## config.mk

```make
export PLATFORM = sky130hd
export DESIGN_NAME = load_store_unit
export DESIGN_NICKNAME = d
export VERILOG_FILES = /design/src/rtl/lsu_pkg.sv /design/src/rtl/load_store_unit_lane_align.sv /design/src/rtl/load_store_unit.sv
export SDC_FILE = /design/constraint.sdc
export NUM_CORES = 1
export LEC_CHECK = 0
export CORE_MARGIN = 5
export CORE_UTILIZATION = 55
export CTS_CLUSTER_SIZE = 30
export DETAILED_ROUTE_END_ITERATION = 10
export PLACE_DENSITY = 0.86
export SLEW_MARGIN = 20
export SYNTH_ARGS = -nofsm -noshare
export SYNTH_HDL_FRONTEND = slang
export SYNTH_HIERARCHICAL = 1
export SYNTH_SLANG_ARGS = --single-unit
```

## constraint.sdc

```tcl
create_clock -name clk -period 7.6 [get_ports clk]
set_input_delay 2.28 -clock clk [delete_from_list [all_inputs] [get_ports clk]]
set_output_delay 2.28 -clock clk [all_outputs]
set_load 0.01 [all_outputs]
```

## src/rtl/lsu_pkg.sv

```systemverilog
// Shared encodings and helpers for the load/store unit: funct3 codes,
// FSM states, size masks and request-legality checks.
package lsu_pkg;

  localparam logic [2:0] F3_B  = 3'b000;
  localparam logic [2:0] F3_H  = 3'b001;
  localparam logic [2:0] F3_W  = 3'b010;
  localparam logic [2:0] F3_BU = 3'b100;
  localparam logic [2:0] F3_HU = 3'b101;

  localparam logic [3:0] MASK_B    = 4'b0001;
  localparam logic [3:0] MASK_H    = 4'b0011;
  localparam logic [3:0] MASK_W    = 4'b1111;
  localparam logic [3:0] MASK_NONE = 4'b0000;

  typedef enum logic [1:0] {
    ST_IDLE = 2'd0,
    ST_ACC0 = 2'd1,
    ST_ACC1 = 2'd2,
    ST_RESP = 2'd3
  } lsu_state_t;

  function automatic logic funct3_legal(input logic is_store, input logic [2:0] funct3);
    logic ok;
    case (funct3)
      F3_B, F3_H, F3_W: ok = 1'b1;
      F3_BU, F3_HU:     ok = ~is_store;
      default:          ok = 1'b0;
    endcase
    return ok;
  endfunction

  // Natural-alignment check, independent of whether the access would split.
  function automatic logic is_misaligned(input logic [2:0] funct3, input logic [1:0] offset);
    logic mis;
    case (funct3[1:0])
      2'b01:   mis = offset[0];
      2'b10:   mis = |offset;
      default: mis = 1'b0;
    endcase
    return mis;
  endfunction

  function automatic logic [3:0] size_mask(input logic [2:0] funct3);
    logic [3:0] m;
    case (funct3[1:0])
      2'b00:   m = MASK_B;
      2'b01:   m = MASK_H;
      2'b10:   m = MASK_W;
      default: m = MASK_NONE;
    endcase
    return m;
  endfunction

endpackage

```

## src/rtl/load_store_unit_lane_align.sv

```systemverilog
// Combinational lane steering: byte-select masks, store-data rotation and
// load-data extraction with sign/zero extension.
module lsu_lane_align
  import lsu_pkg::*;
(
  input  logic [2:0]  funct3,
  input  logic [1:0]  offset,
  input  logic [31:0] wdata,
  input  logic [31:0] beat0,
  input  logic [23:0] beat1_lo,
  output logic [3:0]  lo_mask,
  output logic [3:0]  hi_mask,
  output logic        split,
  output logic [31:0] store_data,
  output logic [31:0] load_data
);

  logic [7:0]  full_mask_s;
  logic [31:0] load_word_s;

  assign full_mask_s = {4'b0000, size_mask(funct3)} << offset;
  assign lo_mask     = full_mask_s[3:0];
  assign hi_mask     = full_mask_s[7:4];
  assign split       = |full_mask_s[7:4];

  // Rotate store data into its byte lanes; both beats carry the same word.
  always_comb begin
    store_data = wdata;
    case (offset)
      2'd0:    store_data = wdata;
      2'd1:    store_data = {wdata[23:0], wdata[31:24]};
      2'd2:    store_data = {wdata[15:0], wdata[31:16]};
      2'd3:    store_data = {wdata[7:0],  wdata[31:8]};
      default: store_data = wdata;
    endcase
  end

  // Right-justify {beat1, beat0} by the byte offset, then extend.
  always_comb begin
    load_word_s = beat0;
    load_data   = 32'h0000_0000;
    case (offset)
      2'd0:    load_word_s = beat0;
      2'd1:    load_word_s = {beat1_lo[7:0],  beat0[31:8]};
      2'd2:    load_word_s = {beat1_lo[15:0], beat0[31:16]};
      2'd3:    load_word_s = {beat1_lo[23:0], beat0[31:24]};
      default: load_word_s = beat0;
    endcase
    case (funct3)
      F3_B:    load_data = {{24{load_word_s[7]}}, load_word_s[7:0]};
      F3_H:    load_data = {{16{load_word_s[15]}}, load_word_s[15:0]};
      F3_W:    load_data = load_word_s;
      F3_BU:   load_data = {24'h00_0000, load_word_s[7:0]};
      F3_HU:   load_data = {16'h0000, load_word_s[15:0]};
      default: load_data = 32'h0000_0000;
    endcase
  end

endmodule

```

## src/rtl/load_store_unit.sv

```systemverilog
// MEM-stage load/store unit: request handshake, beat sequencing toward the
// data-memory controller, and registered response.
module load_store_unit
  import lsu_pkg::*;
#(
  parameter bit MISALIGN_SPLIT = 1'b1
) (
  input  logic        clk,
  input  logic        reset,
  input  logic        req_valid,
  output logic        req_ready,
  input  logic        req_is_store,
  input  logic [2:0]  req_funct3,
  input  logic [31:0] req_addr,
  input  logic [31:0] req_wdata,
  output logic        resp_done,
  output logic        resp_fault,
  output logic [31:0] resp_rdata,
  output logic [31:0] mem_address,
  output logic [31:0] mem_datain,
  output logic        mem_wen,
  output logic        mem_ren,
  output logic [3:0]  mem_byte_select_vector,
  input  logic        mem_memReady,
  input  logic [31:0] mem_dataout
);

  lsu_state_t  state_r, state_next_s;
  logic        is_store_r;
  logic [2:0]  funct3_r;
  logic [31:0] addr_r, wdata_r, beat0_r;
  logic        resp_fault_r;
  logic [31:0] resp_rdata_r;

  logic        accept_s, req_fault_s, in_access_s, beat_done_s, split_s;
  logic [3:0]  lo_mask_s, hi_mask_s;
  logic [31:0] store_data_s, load_data_s, beat0_word_s, word_base_s;

  assign accept_s     = req_valid & (state_r == ST_IDLE);
  assign req_fault_s  = ~funct3_legal(req_is_store, req_funct3)
                      | (~MISALIGN_SPLIT & is_misaligned(req_funct3, req_addr[1:0]));
  assign in_access_s  = (state_r == ST_ACC0) | (state_r == ST_ACC1);
  assign beat_done_s  = in_access_s & mem_memReady;
  // On a single-beat completion beat 0 is still on the bus, not yet in beat0_r.
  assign beat0_word_s = (state_r == ST_ACC0) ? mem_dataout : beat0_r;
  assign word_base_s  = {addr_r[31:2], 2'b00};

  lsu_lane_align u_lane_align (
    .funct3     (funct3_r),
    .offset     (addr_r[1:0]),
    .wdata      (wdata_r),
    .beat0      (beat0_word_s),
    .beat1_lo   (mem_dataout[23:0]),
    .lo_mask    (lo_mask_s),
    .hi_mask    (hi_mask_s),
    .split      (split_s),
    .store_data (store_data_s),
    .load_data  (load_data_s)
  );

  // State, latched request, first-beat capture and response registers.
  always_ff @(posedge clk) begin
    if (!reset) begin
      state_r      <= ST_IDLE;
      is_store_r   <= 1'b0;
      funct3_r     <= 3'b000;
      addr_r       <= 32'h0000_0000;
      wdata_r      <= 32'h0000_0000;
      beat0_r      <= 32'h0000_0000;
      resp_fault_r <= 1'b0;
      resp_rdata_r <= 32'h0000_0000;
    end else begin
      state_r <= state_next_s;
      if (accept_s) begin
        is_store_r <= req_is_store;
        funct3_r   <= req_funct3;
        addr_r     <= req_addr;
        wdata_r    <= req_wdata;
      end
      if ((state_r == ST_ACC0) && mem_memReady) begin
        beat0_r <= mem_dataout;
      end
      if ((state_next_s == ST_RESP) && (state_r != ST_RESP)) begin
        resp_fault_r <= (state_r == ST_IDLE);
        resp_rdata_r <= ((state_r == ST_IDLE) || is_store_r) ? 32'h0000_0000 : load_data_s;
      end
    end
  end

  // Next-state decode.
  always_comb begin
    state_next_s = state_r;
    case (state_r)
      ST_IDLE: state_next_s = accept_s ? (req_fault_s ? ST_RESP : ST_ACC0) : ST_IDLE;
      ST_ACC0: state_next_s = beat_done_s ? (split_s ? ST_ACC1 : ST_RESP) : ST_ACC0;
      ST_ACC1: state_next_s = beat_done_s ? ST_RESP : ST_ACC1;
      ST_RESP: state_next_s = ST_IDLE;
      default: state_next_s = ST_IDLE;
    endcase
  end

  // Memory-side outputs decoded from registered state and latched request only.
  always_comb begin
    mem_address            = 32'h0000_0000;
    mem_datain             = 32'h0000_0000;
    mem_wen                = 1'b0;
    mem_ren                = 1'b0;
    mem_byte_select_vector = 4'b0000;
    case (state_r)
      ST_ACC0: begin
        mem_address            = word_base_s;
        mem_datain             = is_store_r ? store_data_s : 32'h0000_0000;
        mem_wen                = is_store_r;
        mem_ren                = ~is_store_r;
        mem_byte_select_vector = lo_mask_s;
      end
      ST_ACC1: begin
        mem_address            = word_base_s + 32'd4;
        mem_datain             = is_store_r ? store_data_s : 32'h0000_0000;
        mem_wen                = is_store_r;
        mem_ren                = ~is_store_r;
        mem_byte_select_vector = hi_mask_s;
      end
      default: begin
        mem_address            = 32'h0000_0000;
        mem_datain             = 32'h0000_0000;
        mem_wen                = 1'b0;
        mem_ren                = 1'b0;
        mem_byte_select_vector = 4'b0000;
      end
    endcase
  end

  assign req_ready  = (state_r == ST_IDLE);
  assign resp_done  = (state_r == ST_RESP);
  assign resp_fault = resp_fault_r;
  assign resp_rdata = resp_rdata_r;

endmodule

```

Word level (Yosys, flattened, before mapping)
Index checks and enable logic that the tools add are counted.
- output and inout port bits: 105
- flip-flop bits (word level): 135
- $add $sub $neg: 1
- shift operators: 1
- bitwise operators: 5
- muxes and demuxes: 19
- equality and inequality tests: 18
- reduce and logical (&&, ||, !) cells: 12
- operators by type and width (cell ; count):
    $pmux W32 S4 ; 2
    $pmux W32 S5 ; 1
    $mux W32 ; 4
    $pmux W32 S2 ; 1
    $add A32 B3 Y32 const B ; 1
    $eq A2 B2 Y1 const B ; 6
    $eq A3 B3 Y1 const B ; 4
    $pmux W4 S3 ; 1
    $pmux W2 S4 ; 1
    $pmux W4 S2 ; 1
    $shl A4 B2 Y8 ; 1
    $eq A2 B1 Y1 const B ; 3
    $eq A3 B1 Y1 const B ; 2
    $eq A3 B2 Y1 const B ; 2
    $logic_not A2 Y1 ; 3
    $logic_not A3 Y1 ; 2
    $mux W2 ; 3
    $mux W1 ; 4
    $reduce_or A2 Y1 ; 2
    $reduce_or A4 Y1 ; 1
    $reduce_or A3 Y1 ; 1
    $and A1 B1 Y1 ; 2
    $logic_and A1 B1 Y1 ; 2
    $ne A2 B2 Y1 const B ; 1
    4 further kinds ; 5

Logic depth before layout (Yosys ltp)
Gate-level depths: netlist of the first run.
- depth in word-level cells: 9
- gate-level depth with buffers: 12

Modules after synthesis
The synthesis of the first run kept the hierarchy.
- by module, submodules not included (module ; area an instance (µm²) ; cells each ; seq. area each (µm²) ; times used):
    load_store_unit ; 6935.4 ; 885 ; 2702.6 ; 1
    lsu_lane_align ; 2187.1 ; 180 ; 0.0 ; 1

Least setup slack after synthesis of the first run
No wires, ideal clock.
- path type: register to output
- from: register addr_r[2]
- to: output mem_address[30]
- arrival time: 1.985 ns
- stages on the path, launching flop included: 7
- path buffers: 1
- slack: 3.335 ns
- required time: 5.320 ns
- path through: dfxtp_1 ha_1 nand3_1 or4_4 buf_6 or4_1 nand3_1
- word-level cells in the longest chain between the ends: 2
- RTL lines (element ; line ; source):
    start: declaration ; load_store_unit.sv:31 ; logic [31:0] addr_r, wdata_r, beat0_r;
    start signal: assignment ; load_store_unit.sv:77 ; addr_r <= req_addr;
    $add A32 B3 Y32 ; load_store_unit.sv:118 ; mem_address = word_base_s + 32'd4;
    $pmux W32 S2 ; load_store_unit.sv:109 ; case (state_r)
    end: declaration ; load_store_unit.sv:19 ; output logic [31:0] mem_address,
Every way passes these cells.

Worst setup path after layout of the first run
- from: register state_r[0]
- to: output mem_address[18]
- word-level cells in the longest chain between the ends: 2
- RTL lines (element ; line ; source):
    start: declaration ; load_store_unit.sv:28 ; lsu_state_t state_r, state_next_s;
    start signal: assignment ; load_store_unit.sv:73 ; state_r <= state_next_s;
    $eq A2 B2 Y1 or $eq A2 B1 Y1 (tied branches) ; load_store_unit.sv:109 ;
    $pmux W32 S2 (*) ; load_store_unit.sv:109 ;
Every way passes the cells marked *; elsewhere a longest branch is shown, timed or not.

==> metrics, run 1 <==
Worst Path Arrival 3.42 ns; number of fill cells 1233; Post-Syn Area 9120 sq um; CP Capture Type primary output; Period minus WS final 5.70 ns; Resized cells post-CTS 0; Reg power frac 0.368; drt via density 5.88; worst-margin pin slew 1.06 ns; switching power 765 uW; unrepaired setup endpoints after global routing no; Final Util 0.710; CP Capture Point mem_address[18]; Worst Hold Class flop to flop; Pins Over Slew Limit 0; DR WL/cell 17.9 um; Buffers on Ports 206; Setup Buffers After CTS 0; Detailed Route WL 25600 um; Post-synth EDFFs 0; critical path fanouts, max 21; H-tree depth 4; register bit total from synthesis around 140; register-to-register setup slack 4.64 ns; mean post-synth cell area 8.57 sq um; Mapped Cells 1065; Reg clk slew, reported paths around 0.06 ns; Final WS setup 1.90 ns; detailed router's first-iteration violation count around 820; GRT Residual Overflow 0; Gate power share 0.287; R2R cell count 8; largest net degree at the start of global routing 87; CP Depth 6; setup_tns 0 ns; nets about 1300; Max Cap Violations 0; static leakage between 0.004 and 0.005 uW; Root Buffer clkbuf_16; global-route wire length before repair 41500 um; Crit path required time 5.32 ns; Clock Skews ~0.0067 ns; worst vdd ir 0.183 mV; GP Congestion 0.893; Top FF cell, synth dfxtp_1; layout cells sized above 1 0.129; commonest non-fill, non-tap cell in the layout nand2_1; period utilization 0.750; Core Rows 47; die height 139 um; most frequent cells in the layout nand2_1 (317), clkdlybuf4s50_1 (205), dfxtp_1 (133); TritonCTS clock tree yes; Via Count 8432; largest delay contributor family on the critical path simple AND/OR/NAND/NOR gates; clock power share 0.345; Post-synth ARST share 0; Yosys warning total 6; critical path startpoint state_r[0]; Hold Crit Depth 2; CTS sink count about 140; sequential area share after synthesis 0.296; Hold Startpoint resp_rdata[8]; worst r2r src state_r[1]; PwrDens 195 nW/um^2; reg-to-reg critical path endpoint resp_rdata[15]; Placed Area 11000 sq um; vias in the first global route 7905; Switching Fraction 0.336; Worst Setup Start Kind flop; CTS hold repair buffers 0; post-route design area around 12000 sq um; initial antenna violation count 0; TritonCTS buffer count 17; area grow syn2layout 27.7%; critical path class flop to primary output; CP max-delay cell or4_1; outcome finished, final reports clean; I/O pins 209; DRC Markers 0; chip width about 140 um; Slowest Stage Delay on Critical Path 0.65 ns; Core ar. 16400 sq um; clock latency on the worst-skew pair approximately 0.43 ns; Fmax between 150 and 200 MHz; Die ar. 19300 sq um; endpoints failing setup 0; Initial Util 0.556; Post-DRT Antenna Nets 0; Final Hold Vio Count 0; GRT Total Usage 0.259; P_int around 1500 uW; Critical Path, Cell by Cell inv_1 -> ha_1 -> nand2_1 -> or4_1 -> nand3_1 -> clkdlybuf4s50_1; Max-slew headroom 0.287; CP bufs+invs 2; Clock Tree Buf Depth 2; post-synth cell types 63; Pre-antenna DRT Iters 7; ANT cells 0; DP Worst Slack 2.48 ns; dpl hpwl 17600 um
sequential cells by signal (all words and copies together), names as in the netlist:
| signal | flops |
|---|---|
| resp_rdata | 32 |
| resp_fault | 1 |
| funct3_r | 3 |
| is_store_r | 1 |
| beat0_r | 32 |
| addr_r | 32 |
| wdata_r | 32 |
| state_r | 2 |
through the flow:
step | hold WS, ns | power, uW | cells
3_3_place_gp | 0.444 | 1470 | 1401
5_1_grt | 0.484 | 2390 | 1434
2_1_floorplan | 0.441 | 1290 | 1066
3_5_place_dp | 0.452 | 1490 | 1401
4_1_cts | 0.462 | 2280 | 1433
6_report | 0.459 | 2280 | 1434
tightest hold or removal path, stage by stage (launching register included):
cell and delay [ns]:
dfxtp_1 0.31, nand2_1 0.05, mux2i_1 0.05
cell usage after synthesis (all sizes together) (4+ instances only):
library cell	n	share of area
nor2	19	0.0078
inv	11	0.0045
nand3	35	0.020
o21ai	27	0.015
a22oi	7	0.0088
clkbuf	63	0.026
or4	6	0.0053
nor3b	4	0.0033
mux2	35	0.044
mux2i	36	0.040
and3	38	0.026
a21o	5	0.0041
nand4	8	0.0062
and2b	4	0.0033
nor3	7	0.0044
mux4	62	0.15
nor2b	13	0.0089
nand2	319	0.13
ha	11	0.015
a31o	4	0.0038
a21boi	102	0.084
nor4	9	0.0062
a21oi	14	0.0077
a31oi	10	0.0069
buf	37	0.030
dfxtp	135	0.30
and2	9	0.0062
power by group through the flow:
stage / Combinational [uW] / Sequential (uW) / Clock, uW
floorplan: 481 / 814 / 0
global placement: 621 / 853 / 0
detailed placement: 630 / 859 / 0
CTS: 637 / 844 / 801
global route: 708 / 847 / 832
finish: 653 / 838 / 787
routing by layer:
layer,up-vias,routed length [um],track usage
li1,4045,-,-
met5,-,0,0
met2,300,12100,0.417
met4,0,666,0.0922
met3,45,1810,0.0500
met1,4042,11000,0.350
layout make-up:
type	count	area, sq um	share of cell area
clock buffer	17	425	0.0365
clock inverter	15	133	0.0114
inverter	11	41.3	0.00354
multi-input combinational	820	5910	0.507
sequential	135	2710	0.233
tap	220	275	0.0236
timing repair buffer	216	2150	0.185
cells by family (layout without fill, tap and decap cells):
| family | Yosys count | after routing | share of synthesized area |
|---|---|---|---|
| multiplexers | 133 | 133 | 0.238 |
| AND/OR/NAND/NOR | 482 | 482 | 0.238 |
| AO/OA/AOI/OAI | 191 | 191 | 0.151 |
| other | 2 | 3 | 0.000823 |
| buffers and inverters | 111 | 259 | 0.0605 |
| flip-flops | 135 | 135 | 0.296 |
| adder cells (fa/ha/maj) | 11 | 11 | 0.0151 |
worst min-delay path by stage:
stage | end | slack (ns)
4_1_cts | resp_fault | 0.46
3_3_place_gp | resp_rdata[5] | 0.44
6_report | resp_rdata[8] | 0.46
5_1_grt | resp_rdata[13] | 0.48
3_5_place_dp | resp_rdata[0] | 0.45
2_1_floorplan | beat0_r[0] | 0.44
(Power assumes the default switching activity.)
==> run 2, diff against run 1 <==
--- a/config.mk
+++ b/config.mk
@@ -6,10 +6,10 @@
 export NUM_CORES = 1
 export LEC_CHECK = 0
 export CORE_MARGIN = 5
-export CORE_UTILIZATION = 55
+export CORE_UTILIZATION = 47
 export CTS_CLUSTER_SIZE = 30
 export DETAILED_ROUTE_END_ITERATION = 10
-export PLACE_DENSITY = 0.86
+export PLACE_DENSITY = 0.78
 export SLEW_MARGIN = 20
 export SYNTH_ARGS = -nofsm -noshare
 export SYNTH_HDL_FRONTEND = slang
==> constraint.sdc (replaced) <==
create_clock -name clk -period 4.9 [get_ports clk]
set_input_delay 1.47 -clock clk [delete_from_list [all_inputs] [get_ports clk]]
set_output_delay 1.47 -clock clk [all_outputs]
set_load 0.01 [all_outputs]
==> run 2 against run 1 <==
Effect of this change:
- critical endpoint unchanged
- largest cell class unchanged
- highest routed layer unchanged
- sequential share of layout area fell by 0.25 points
- largest power group is now clock
- die area rose by 16%
- clock power rose by 66%
- sequential power rose by 55%
- worst hold slack got worse by 0.0034 ns
- sequential cell count did not move
- critical path depth rose by 1
- via count fell by 0.94%
- clock-buffer cell count rose by 1
- total power rose by 59%
- non-clock buffer count rose by 8
- register-to-register slack got worse by 2.8 ns
==> metrics, run 2 (synthesis gave the netlist of run 1 again) <==
Pre-antenna DRT Iters 5 (-2); Pins Over Slew Limit 0 (unchanged); Core ar. 19300 sq um (+17%); number of fill cells 1708 (+39%); CP max-delay cell or4_1; GRT Total Usage 0.227 (-0.0315); DRC Markers 0 (unchanged); Buffers on Ports 206 (unchanged); Root Buffer clkbuf_16; CP bufs+invs 3 (+1); GRT Residual Overflow 0 (unchanged); die height 149 um (+7.6%); chip width 149 um (+7.6%); unrepaired setup endpoints after global routing no; drt via density 5.62 (-4.5%); CP Capture Type primary output; Slowest Stage Delay on Critical Path 0.65 ns (about the same); outcome finished, final reports clean; largest net degree at the start of global routing 70 (-20%); ANT cells 0 (unchanged); static leakage 0.00452 uW (+1.2%); dpl hpwl 18100 um (+2.8%); period utilization 0.942; worst-margin pin slew 1.15 ns (+0.0940 ns); Worst Setup Start Kind flop; Core Rows 51 (+8.5%); Final Hold Vio Count 0 (unchanged); initial antenna violation count 0 (unchanged); Worst Path Arrival 3.15 ns (-0.27 ns); Crit path required time 3.43 ns (-1.89 ns); Setup Buffers After CTS 0 (unchanged); H-tree depth 4 (unchanged); clock latency on the worst-skew pair 0.42 ns (about the same); Clock Tree Buf Depth 2 (unchanged); CTS hold repair buffers 0 (unchanged); critical path class flop to primary output; Period minus WS final about 4.6 ns; Resized cells post-CTS 0 (unchanged); Clock Skews 0.00983 ns (+0.00316 ns); Die ar. 22300 sq um (+16%); Worst Hold Class flop to flop; Reg clk slew, reported paths 0.06 ns (about the same); GP Congestion 0.901 (+0.94%); largest delay contributor family on the critical path simple AND/OR/NAND/NOR gates; TritonCTS buffer count 17 (unchanged); setup_tns 0 ns (unchanged); TritonCTS clock tree yes; layout cells sized above 1 0.133 (+0.00407); DR WL/cell 17.2 um (-3.7%); I/O pins 209 (unchanged); Fmax 217 MHz; PwrDens 307 nW/um^2 (+57%); Post-DRT Antenna Nets 0 (unchanged); CTS sink count 135 (unchanged); Initial Util 0.473 (-0.0826); Max Cap Violations 0 (unchanged); nets 1324 (+0.61%); detailed router's first-iteration violation count 644 (-22%); Via Count 8353 (-0.94%); Critical Path, Cell by Cell inv_1 -> ha_1 -> buf_4 -> nand2_1 -> or4_1 -> nand3_1 -> clkdlybuf4s50_1; critical path fanouts, max 23 (+9.5%); worst vdd ir 0.264 mV (+44%); vias in the first global route 7802 (-1.3%); area grow syn2layout 29.1%; Detailed Route WL 25600 um (-0.17%); endpoints failing setup 0 (unchanged); Max-slew headroom 0.229 (-0.0580); global-route wire length before repair 41300 um (-0.41%); Design Power 3610 uW (+59%); commonest non-fill, non-tap cell in the layout nand2_1; most frequent cells in the layout nand2_1 (318), clkdlybuf4s50_1 (205), dfxtp_1 (133)
## run 2: cell count changes in the layout (fill, tap and decap cells not counted), sizes merged
cell      change
inv           -5
buf           +8
clkbuf        +1
clkinvlp      -1
clkinv        +3
bufinv        +2
## run 2: worst reg2reg max path: stages, from the launching register on
cell and delay, ns:
dfxtp_1 0.33, inv_1 0.11, ha_2 0.33, buf_4 0.49, mux2_2 0.47, mux2_2 0.35
a22oi_4 0.51, o21ai_0 0.22, nand2_1 0.11, mux2i_1 0.06
## run 2: metrics by stage
stage | util | worst slack [ns] | cells | cell area (sq um) | hold slack (ns)
final | 0.611 | 0.283 | 1487 | 11800 | 0.456
after global routing | 0.611 | 0.0782 | 1487 | 11800 | 0.479
after CTS | 0.611 | 0.280 | 1487 | 11800 | 0.460
after detailed placement | 0.580 | 0.741 | 1455 | 11200 | 0.451
after global placement | 0.580 | 0.806 | 1455 | 11200 | 0.444
after floorplan | - | 1.44 | 1066 | 9130 | 0.441
## run 2: metal layers
layer / vias up / global-route usage / wire [um]
li1: 4050 / - / -
met1: 3989 / 0.313 / 11500
met2: 276 / 0.364 / 11900
met3: 38 / 0.0422 / 1610
met4: 0 / 0.0719 / 556
met5: - / 0 / 0
## run 2: path summary, 6_finish.rpt
kind	start	end	slack (ns)	cells past startpoint
max	state_r[0]	mem_address[18]	0.28	7
max reg2reg	state_r[1]	resp_rdata[15]	1.79	9
min reg2reg	resp_rdata[13]	resp_rdata[13]	0.46	2
min	resp_rdata[13]	resp_rdata[13]	0.46	2
## run 2: layout make-up
class                   instances  area (sq um)  share of cell area
flip-flops and latches        135          2710               0.230
clock buffers                  18           439              0.0373
well taps                     265           332              0.0282
repair buffers                224          2190               0.186
inverters                      11          41.3             0.00351
multi-input cells             820          5890               0.500
clock inverters                14           166              0.0141
## run 2: power breakdown
group / switching, uW / internal (uW) / total, uW / leakage (uW)
logic: 504 / 500 / 1000 / 0.00313
clock network: 530 / 777 / 1310 / 0.000288
registers: 121 / 1180 / 1300 / 0.00110
total: 1150 / 2460 / 3610 / 0.00452
==> run 3, diff against run 2 <==
--- a/config.mk
+++ b/config.mk
@@ -7,7 +7,6 @@
 export LEC_CHECK = 0
 export CORE_MARGIN = 5
 export CORE_UTILIZATION = 47
-export CTS_CLUSTER_SIZE = 30
 export DETAILED_ROUTE_END_ITERATION = 10
 export PLACE_DENSITY = 0.78
 export SLEW_MARGIN = 20
==> constraint.sdc (replaced) <==
create_clock -name clk -period 4.9 [get_ports clk]
set_input_delay 1.47 -clock clk [delete_from_list [all_inputs] [get_ports clk]]
set_output_delay 1.47 -clock clk [all_outputs]
set_load 0.1 [all_outputs]
==> run 3 against run 2 <==
Effect of this change:
- clock-buffer cell count up 3
- critical path depth down 1
- worst hold slack better by 0.0023 ns
- non-clock buffer count down 6
- clock power up 5%
- fmax up 1.4%
- via count up 2.2%
- sequential power about the same
- combinational power up 23%
- largest power group unchanged
==> metrics, run 3 (synthesis gave the netlist of run 1 again) <==
outcome finished, final reports clean; area grow syn2layout 30.1%; Crit path required time 3.43 ns (about the same); CTS sink count 135 (unchanged); critical path class flop to primary output; critical path startpoint state_r[0]; global-route wire length before repair 41600 um (+0.72%); Die ar. 22300 sq um (unchanged); number of fill cells 1643 (-3.8%); worst vdd ir 0.227 mV (-14%); chip width 149 um (unchanged); Design Power 3910 uW (+8.2%); DRC Markers 0 (unchanged); Resized cells post-CTS 0 (unchanged); I/O pins 209 (unchanged); nets 1318 (-0.45%); post-route design area 11900 sq um (+0.81%); Root Buffer clkbuf_16; Pre-antenna DRT Iters 6 (+1); GRT Total Usage 0.231 (+0.00404); TritonCTS clock tree yes; Max-slew headroom 0.302 (+0.0732); static leakage 0.00472 uW (+4.3%); Post-DRT Antenna Nets 0 (unchanged); Hold Startpoint resp_fault; commonest non-fill, non-tap cell in the layout nand2_1; PwrDens 329 nW/um^2 (+7.3%); Period minus WS final 4.55 ns (-0.0659 ns); detailed router's first-iteration violation count 599 (-7.0%); initial antenna violation count 3 (+3); Core ar. 19300 sq um (unchanged); period utilization 0.929 (-0.0134); Final WS setup 0.349 ns (+0.0659 ns); Initial Util 0.473 (unchanged); CP Capture Type primary output; clock latency on the worst-skew pair 0.42 ns (about the same); TritonCTS buffer count 17 (unchanged); vias in the first global route 8047 (+3.1%); R2R cell count 9 (unchanged); worst-margin pin slew 1.04 ns (-0.110 ns); Fmax 220 MHz (+1.4%); Max Cap Violations 0 (unchanged); register-to-register setup slack 1.81 ns (+0.02 ns); Via Count 8537 (+2.2%); Buffers on Ports 206 (unchanged); critical path fanouts, max 21 (-8.7%); CP Capture Point mem_address[18]; Core Rows 51 (unchanged); Worst Setup Start Kind flop; Detailed Route WL 26200 um (+2.4%); Worst Path Arrival 3.08 ns (-0.07 ns); largest net degree at the start of global routing 82 (+17%); Reg clk slew, reported paths 0.06 ns (about the same); layout cells sized above 1 0.184 (+0.0516); GRT Residual Overflow 0 (unchanged); die height 149 um (unchanged); GP Congestion 0.886 (-1.7%); Clock Tree Buf Depth 2 (unchanged); Worst Hold Class flop to flop; most frequent cells in the layout nand2_1 (317), clkdlybuf4s50_1 (137), dfxtp_1 (133); Final Hold Vio Count 0 (unchanged); Clock Skews 0.0108 ns (+0.000957 ns); H-tree depth 4 (unchanged); Placed Area 11200 sq um (+0.40%); reg-to-reg critical path endpoint resp_rdata[30]; DP Worst Slack 0.852 ns (+0.111 ns); Setup Buffers After CTS 0 (unchanged); DR WL/cell 17.7 um (+2.7%); endpoints failing setup 0 (unchanged); dpl hpwl 18300 um (+1.1%); drt via density 5.76 (+2.5%); setup_tns 0 ns (unchanged); Final Util 0.616 (+0.00494); unrepaired setup endpoints after global routing no; worst r2r src state_r[1]; Pins Over Slew Limit 0 (unchanged); CTS hold repair buffers 0 (unchanged)
==> run 3: cell types whose count changed in the layout (fill, tap and decap cells not counted), sizes merged <==
cell           previous run  this run
bufinv                    2         4
clkinvlp                  3         1
inv                      16        13
clkbuf                   18        21
buf                      19        81
diode                     0         1
clkdlybuf4s50           205       137
==> run 3: worst min path at each step <==
stage / endpoint / slack [ns] / cells after the start
floorplan: beat0_r[0] / 0.44 / 2
global placement: resp_rdata[27] / 0.45 / 2
detailed placement: resp_rdata[1] / 0.45 / 2
CTS: resp_fault / 0.46 / 2
global route: resp_fault / 0.48 / 2
finish: resp_fault / 0.46 / 2
==> run 3: worst max-delay path, cell delays in order (launching register included) <==
cell and delay (ns):
dfxtp_1 0.33, inv_1 0.11, ha_1 0.59, nand2_1 0.61, or4_1 0.68, nand3_1 0.16
buf_12 0.19
==> run 3: per-stage QoR <==
stage / hold slack (ns) / instances
floorplan: 0.441 / 1066
global placement: 0.448 / 1448
detailed placement: 0.451 / 1448
CTS: 0.460 / 1480
global route: 0.480 / 1482
finish: 0.458 / 1482
==> run 3: cell type report <==
cell class,instances,area [sq um],share of cell area
Sequential cell,135,2710,0.228
Tap cell,265,332,0.0279
Inverter,11,41.3,0.00348
Clock inverter,11,170,0.0143
Antenna cell,1,2.50,0.000211
Timing Repair Buffer,218,2250,0.190
Clock buffer,21,460,0.0388
Multi-Input combinational cell,820,5900,0.497
==> run 3: layer usage <==
layer  up-vias  GRT usage  wire, um
met3        56     0.0459      1890
met5         -          0        34
li1       4042          -         -
met4         4     0.0847       725
met2       350      0.396     13100
met1      4085      0.290     10400
==> run 3: where the power goes <==
group	leakage, uW	internal (uW)	switching (uW)	total [uW]
Combinational	0.00331	514	715	1230
Sequential	0.00110	1180	119	1300
Clock	0.000308	881	496	1380
Total	0.00472	2580	1330	3910
